## src/rtl/sdram_init_refresh.sv

```systemverilog
// SDRAM power-up initialisation sequencer and periodic auto-refresh scheduler.
// Owns the command pins until init completes, then borrows them per refresh grant.
module sdram_init_refresh #(
  parameter int unsigned INIT_WAIT    = 5000,
  parameter int unsigned T_RP         = 2,
  parameter int unsigned T_RC         = 4,
  parameter int unsigned T_MRD        = 2,
  parameter int unsigned REF_INTERVAL = 390,
  parameter logic [12:0] MODE_REG     = 13'h0020
) (
  input  logic        clk,
  input  logic        rst,
  input  logic        ref_ack,
  output logic        init_done,
  output logic        ref_req,
  output logic        bus_own,
  output logic        cmd_cke,
  output logic        cmd_cs_n,
  output logic        cmd_ras_n,
  output logic        cmd_cas_n,
  output logic        cmd_we_n,
  output logic [12:0] cmd_addr,
  output logic [1:0]  cmd_ba
);

  localparam int CW = $clog2(INIT_WAIT + T_RP + T_RC + T_MRD + 1);
  localparam int IW = $clog2(REF_INTERVAL + 1);

  // Wait states count down from T-2 so the command plus its NOPs span T cycles.
  localparam logic [CW-1:0] RP_LOAD   = CW'(T_RP - 2);
  localparam logic [CW-1:0] RC_LOAD   = CW'(T_RC - 2);
  localparam logic [CW-1:0] MRD_LOAD  = CW'(T_MRD - 2);
  localparam logic [CW-1:0] INIT_LAST = CW'(INIT_WAIT);
  localparam logic [IW-1:0] IVL_LAST  = IW'(REF_INTERVAL - 1);

  localparam logic [3:0] S_WAIT   = 4'd0;
  localparam logic [3:0] S_PRE    = 4'd1;
  localparam logic [3:0] S_PRE_W  = 4'd2;
  localparam logic [3:0] S_REF1   = 4'd3;
  localparam logic [3:0] S_REF1_W = 4'd4;
  localparam logic [3:0] S_REF2   = 4'd5;
  localparam logic [3:0] S_REF2_W = 4'd6;
  localparam logic [3:0] S_MRS    = 4'd7;
  localparam logic [3:0] S_MRS_W  = 4'd8;
  localparam logic [3:0] S_RUN    = 4'd9;
  localparam logic [3:0] S_AREF   = 4'd10;
  localparam logic [3:0] S_AREF_W = 4'd11;

  // {cs_n, ras_n, cas_n, we_n}
  localparam logic [3:0] CMD_INH = 4'b1111;
  localparam logic [3:0] CMD_NOP = 4'b0111;
  localparam logic [3:0] CMD_PRE = 4'b0010;
  localparam logic [3:0] CMD_REF = 4'b0001;
  localparam logic [3:0] CMD_LMR = 4'b0000;

  logic [3:0]    state, state_d;
  logic [CW-1:0] cnt, cnt_d;
  logic [IW-1:0] icnt, icnt_d;
  logic [2:0]    owed, owed_d;
  logic          ack_q, ack_q_d;
  logic [3:0]    cmd_q, cmd_d;
  logic [12:0]   addr_d;
  logic          bus_own_d, init_done_d, ref_req_d;
  logic          run_phase, tick, dec;

  assign {cmd_cs_n, cmd_ras_n, cmd_cas_n, cmd_we_n} = cmd_q;

  assign run_phase = (state == S_RUN) || (state == S_AREF) || (state == S_AREF_W);
  assign tick      = run_phase && (icnt == IVL_LAST);
  assign dec       = (state == S_RUN) && ack_q;

  always_comb begin
    // NOTE: every signal gets a default before the case so no path leaves one unassigned (no latches).
    state_d     = state;
    cnt_d       = cnt;
    cmd_d       = CMD_NOP;
    addr_d      = '0;
    bus_own_d   = 1'b1;
    init_done_d = init_done;
    unique case (state)
      S_WAIT: begin
        if (cnt == INIT_LAST) begin
          state_d    = S_PRE;
          cmd_d      = CMD_PRE;
          addr_d[10] = 1'b1;
          cnt_d      = RP_LOAD;
        end else begin
          cnt_d = cnt + 1'b1;
        end
      end
      S_PRE:  state_d = S_PRE_W;
      S_PRE_W: begin
        if (cnt == '0) begin
          state_d = S_REF1;
          cmd_d   = CMD_REF;
          cnt_d   = RC_LOAD;
        end else begin
          cnt_d = cnt - 1'b1;
        end
      end
      S_REF1: state_d = S_REF1_W;
      S_REF1_W: begin
        if (cnt == '0) begin
          state_d = S_REF2;
          cmd_d   = CMD_REF;
          cnt_d   = RC_LOAD;
        end else begin
          cnt_d = cnt - 1'b1;
        end
      end
      S_REF2: state_d = S_REF2_W;
      S_REF2_W: begin
        if (cnt == '0) begin
          state_d = S_MRS;
          cmd_d   = CMD_LMR;
          addr_d  = MODE_REG;
          cnt_d   = MRD_LOAD;
        end else begin
          cnt_d = cnt - 1'b1;
        end
      end
      S_MRS:  state_d = S_MRS_W;
      S_MRS_W: begin
        if (cnt == '0) begin
          state_d     = S_RUN;
          bus_own_d   = 1'b0;
          init_done_d = 1'b1;
        end else begin
          cnt_d = cnt - 1'b1;
        end
      end
      S_RUN: begin
        bus_own_d = 1'b0;
        if (ack_q) begin
          state_d   = S_AREF;
          cmd_d     = CMD_REF;
          bus_own_d = 1'b1;
          cnt_d     = RC_LOAD;
        end
      end
      S_AREF: state_d = S_AREF_W;
      S_AREF_W: begin
        if (cnt == '0) begin
          state_d   = S_RUN;
          bus_own_d = 1'b0;
        end else begin
          cnt_d = cnt - 1'b1;
        end
      end
      default: begin
        state_d = S_WAIT;
        cnt_d   = '0;
      end
    endcase
  end

  // Interval counter stays cleared until RUN is entered, then free-runs.
  always_comb begin
    icnt_d = '0;
    if (run_phase && !tick) icnt_d = icnt + 1'b1;
  end

  // A tick and a refresh on the same edge cancel out; owed saturates at 7.
  always_comb begin
    owed_d = owed;
    unique case ({tick, dec})
      2'b10:   owed_d = (owed == 3'd7) ? owed : owed + 3'd1;
      2'b01:   owed_d = owed - 3'd1;
      default: owed_d = owed;
    endcase
  end

  // The grant is latched for one cycle; the refresh command follows on the next edge.
  assign ack_q_d   = (state == S_RUN) && ref_req && ref_ack && !ack_q;
  assign ref_req_d = (state_d == S_RUN) && (owed_d != 3'd0);

  always_ff @(posedge clk or negedge rst) begin
    if (!rst) begin
      state     <= S_WAIT;
      cnt       <= '0;
      icnt      <= '0;
      owed      <= '0;
      ack_q     <= 1'b0;
      cmd_q     <= CMD_INH;
      cmd_cke   <= 1'b0;
      cmd_addr  <= '0;
      cmd_ba    <= '0;
      bus_own   <= 1'b1;
      init_done <= 1'b0;
      ref_req   <= 1'b0;
    end else begin
      // NOTE: non-blocking assignments so every register samples pre-edge values.
      state     <= state_d;
      cnt       <= cnt_d;
      icnt      <= icnt_d;
      owed      <= owed_d;
      ack_q     <= ack_q_d;
      cmd_q     <= cmd_d;
      cmd_cke   <= 1'b1;
      cmd_addr  <= addr_d;
      cmd_ba    <= 2'b00;
      bus_own   <= bus_own_d;
      init_done <= init_done_d;
      ref_req   <= ref_req_d;
    end
  end

endmodule

```

## config.mk

```make
export PLATFORM = sky130hd
export DESIGN_NAME = sdram_init_refresh
export DESIGN_NICKNAME = d
export VERILOG_FILES = /design/src/rtl/sdram_init_refresh.sv
export SDC_FILE = /design/constraint.sdc
export NUM_CORES = 1
export LEC_CHECK = 0
export ABC_AREA = 1
export BUFFER_PORTS_ARGS = -buffer_cell sky130_fd_sc_hd__buf_4
export CORE_MARGIN = 4
export CORE_UTILIZATION = 54
export CTS_CLUSTER_SIZE = 12
export DETAILED_ROUTE_END_ITERATION = 12
export MAX_ROUTING_LAYER = met4
export PLACE_DENSITY = 0.76
export RECOVER_POWER = 50
export SLEW_MARGIN = 10
export SYNTH_ARGS = -nofsm -noshare
export SYNTH_HDL_FRONTEND = slang
export SYNTH_SLANG_ARGS = --single-unit
export TNS_END_PERCENT = 10
```

## constraint.sdc

```tcl
create_clock -name clk -period 1.8 [get_ports clk]
set_input_delay 0.09 -clock clk [delete_from_list [all_inputs] [get_ports clk]]
set_output_delay 0.09 -clock clk [all_outputs]
set_load 0.01 [all_outputs]
```

==> results by group <==
Outcome
  – Status: finished with violations
  – Violated checks: negative setup slack

Die
  – Chip width: 81.4 µm
  – I/O pin count: 26
  – Die area: about 6600 µm²
  – Core Footprint: 5170 µm²
  – Initial core utilization: 56.2%
  – FP Rows: 26
  – Die H: 81.4 µm

Synth
  – Mapped Cells: between 400 and 500
  – Post-synthesis instance area: 2910 µm²
  – FFs w/ async S/R, synth: 100%
  – Mean Syn Cell Area: slightly above 7 µm²
  – Post-Synth Adder-Cell Area: 3.44%
  – Compound-cell area share of the yosys netlist: 5.03%
  – Ys flop type: dfrtp_1
  – Mux contribution to synthesized area: 0%
  – Number of synthesized register bits: 40
  – Main combinational cell family by area after synthesis: simple AND/OR/NAND/NOR gates
  – Register area share after synthesis: 34.6%
  – Yosys cell types: 32
  – Post-Synth Simple-Gate Area: between 40% and 50%
  – Number of synthesized flops with an enable pin: 0
  – Synth Area in XOR/XNOR: 2.11%
  – Yosys Warn Count: 0

Detailed routing
  – DRT Pass-1 Iters: 4
  – Via-to-Cell Ratio: between 5 and 6
  – DRC: 0
  – Vias: 2,674
  – DR iter-0 viols: 169
  – Wire per inst: 12.4 µm
  – Post-DRT Antenna Nets: 0
  – Total wire length: approximately 6600 µm

STA
  – Clock Skews: 0.00547 ns
  – Slew margin rel.: 34.4%
  – Max Fclk: around 510 MHz
  – Final Setup Violations: 10
  – Tcrit/Tclk final: 109%
  – RSZ-0062 raised after global routing: yes
  – Final worst path period need: 1.97 ns
  – Slew Viols, Final: 0
  – Worst slew pin tran: 0.984 ns
  – Final setup margin: -0.170 ns
  – Final Hold Vio Count: 0

Placement
  – PortBufs: 12
  – GPL Wtd Cong: 0.996
  – Placed Area: 3180 µm²
  – Pre-CTS WS: -0.233 ns
  – Post-DP HPWL: 4860 µm

Cells and area
  – Layout Area Growth over Synthesis: 17.4%
  – Ant diodes: 0
  – Final core area utilization: between 60% and 70%
  – Nets@finish: 470
  – # fillers: 444
  – Fraction of layout cells with a size suffix above 1: 25.2%
  – Final Instance Area: 3410 µm²

Power
  – Pwr Density: roughly 490 nW/µm²
  – Leakage: about 1.7 nW
  – Peak VDD IR: around 0.32 mV

Worst hold path
  – Hold Crit Class: in2reg

CTS
  – Clock Sinks: 40
  – Max clock buf depth: 2
  – Clk slew on worst S/H paths: 0.08 ns
  – Cts bufs inserted: 5
  – Clock root buffer: clkbuf_8
  – CTS tree: done
  – Worst-Skew Late Latency: 0.29 ns
  – H-Tree Level Count: 2

Global routing
  – Global Route Usage Sum: 22.5%
  – GR Overflow Total: 0
  – Vias in the first global route: 2,598
  – Largest net degree at the start of global routing: 41
  – Initial antenna violation count: 0
  – First-pass GRT wire length: 11,300 µm

Flow run
  – Max-Cap Viols: 0

Critical path
  – CP Class: reg2reg
  – Worst EP arrival: 2.15 ns
  – CP Data Required Time: 1.98 ns
  – Slowest cell delay on critical path: about 0.38 ns
  – Worst Path Max Fanout: 4
  – CP max-delay cell: dfrtp_1
  – Crit start category: flop
  – Critical Path End Type: flop
  – CP most frequent cell: nor3_2
  – Crit-path cells: inv_1, ha_1, nand2_1, nor3_2, nand4_1, nor2_2, inv_2, ha_4, inv_4, o211ai_1, nand2_2, nor3_2, nor2_1
cells in the mapped netlist (3+ instances only):
| library cell | n | share of area (%) |
|---|---|---|
| nor2_2 | 4 | 0.86 |
| dfrtp_1 | 35 | 30 |
| nand2_2 | 9 | 1.9 |
| nor3_1 | 13 | 2.2 |
| o21ai_0 | 10 | 1.7 |
| nand4_1 | 7 | 1.5 |
| inv_2 | 10 | 1.3 |
| nor3b_1 | 4 | 1.0 |
| nor2_4 | 7 | 2.7 |
| ha_1 | 8 | 3.4 |
| nor2_1 | 43 | 5.6 |
| dfstp_2 | 5 | 4.5 |
| buf_4 | 14 | 3.6 |
| xor2_1 | 7 | 2.1 |
| o211ai_1 | 3 | 0.77 |
| nand2_1 | 133 | 17 |
| nand2_4 | 4 | 1.5 |
| inv_1 | 37 | 4.8 |
| nand3_1 | 33 | 5.7 |
| a21oi_1 | 7 | 1.2 |
| buf_6 | 7 | 2.7 |
final cells by class:
type	instances	area (µm²)	share of cell area [%]
Clock buffer	5	68.8	2.02
Clock inverter	3	47.5	1.39
Inverter	49	196	5.75
Multi-Input combinational cell	314	1640	48.0
Sequential cell	40	1010	29.5
Tap cell	70	87.6	2.57
Timing Repair Buffer	49	368	10.8
where the power goes:
| group | switching (mW) | internal, mW | total, mW |
|---|---|---|---|
| Combinational | 0.0328 | 0.00620 | 0.0390 |
| Clock | 0.330 | 0.417 | 0.748 |
| Sequential | 0.000688 | 0.901 | 0.902 |
path summary, 6_finish.rpt:
kind                            cells past startpoint         to  slack [ns]       from
worst min register to register                      1  init_done        0.48  init_done
worst max register to register                     13    ref_req       -0.17    icnt[1]
worst max-delay path                               13    ref_req       -0.17    icnt[1]
worst min-delay path                                3      ack_q        0.02    ref_ack
max in group asynchronous                           2    cnt[11]        0.70        rst
min in group asynchronous                           2    icnt[2]        0.49        rst
metal layers:
metal | part of all wire (%) | global-route usage [%]
met1 | 46 | 28.4
met5 | 0 | -
met3 | 3.7 | 3.33
met4 | 1.4 | 8.61
met2 | 49 | 36.3
state kept, by name, indices dropped and copies added, names as in the netlist:
signal and flops:
bus_own 1, owed 3, ref_req 1, cmd_cke 1
cmd_q 4, init_done 1, ack_q 1, cmd_addr 2
state 4, cnt 13, icnt 9
worst max-delay path: cells and delay by family, from the launching register on:
| family | cells | cell delay [ns] |
|---|---|---|
| flip-flops | 1 | 0.38 |
| adder cells (fa/ha/maj) | 2 | 0.42 |
| AND/OR/NAND/NOR | 7 | 0.80 |
| AO/OA/AOI/OAI | 1 | 0.10 |
| buffers and inverters | 3 | 0.15 |
cell families (layout without fill, tap and decap cells):
family,after synthesis,in the layout
buffers and inverters,72,106
AOI/OAI and AO/OA,25,25
adders and majority gates,8,8
other,2,15
DFF,40,40
xor gates and xnor gates,7,7
and+or+nand+nor,259,259
cell usage in the layout, fill, tap and decap left out, types with 2 or more instances in the layout:
master	count
nor3b_1	4
nand2_2	11
nand2_1	129
nand2_4	5
nor2_2	6
nor3_1	11
clkinv_4	3
inv_4	3
dfstp_2	5
a21oi_1	6
o211ai_1	3
clkbuf_8	5
conb_1	15
dfrtp_1	35
xor2_1	7
inv_2	12
ha_4	2
ha_1	5
nor3_2	2
nand4_1	7
nand3_1	33
nor2_4	7
buf_4	47
inv_1	33
o21ai_0	9
nor2_1	41
repair_timing:
item,in CTS,in global routing
pin swaps,3,3
hold endpoints to repair,35,0
gates resized for setup,4,17
hold buffers,1,0
setup buffers,5,1
endpoints found under the setup margin,4,21
stage by stage:
| step | setup TNS, ns | hold slack, ns | power, mW | std cells |
|---|---|---|---|---|
| after floorplan | -0.0458 | -0.206 | 0.954 | 426 |
| after global placement | -0.121 | 0.0915 | 0.957 | 515 |
| after detailed placement | -0.293 | 0.0976 | 0.958 | 515 |
| after CTS | -0.156 | 0.00911 | 1.71 | 529 |
| after global routing | -3.01 | 0.0203 | 1.77 | 530 |
| final | -1.41 | 0.0221 | 1.69 | 530 |
No activity file was read; power rests on OpenSTA's default activity.
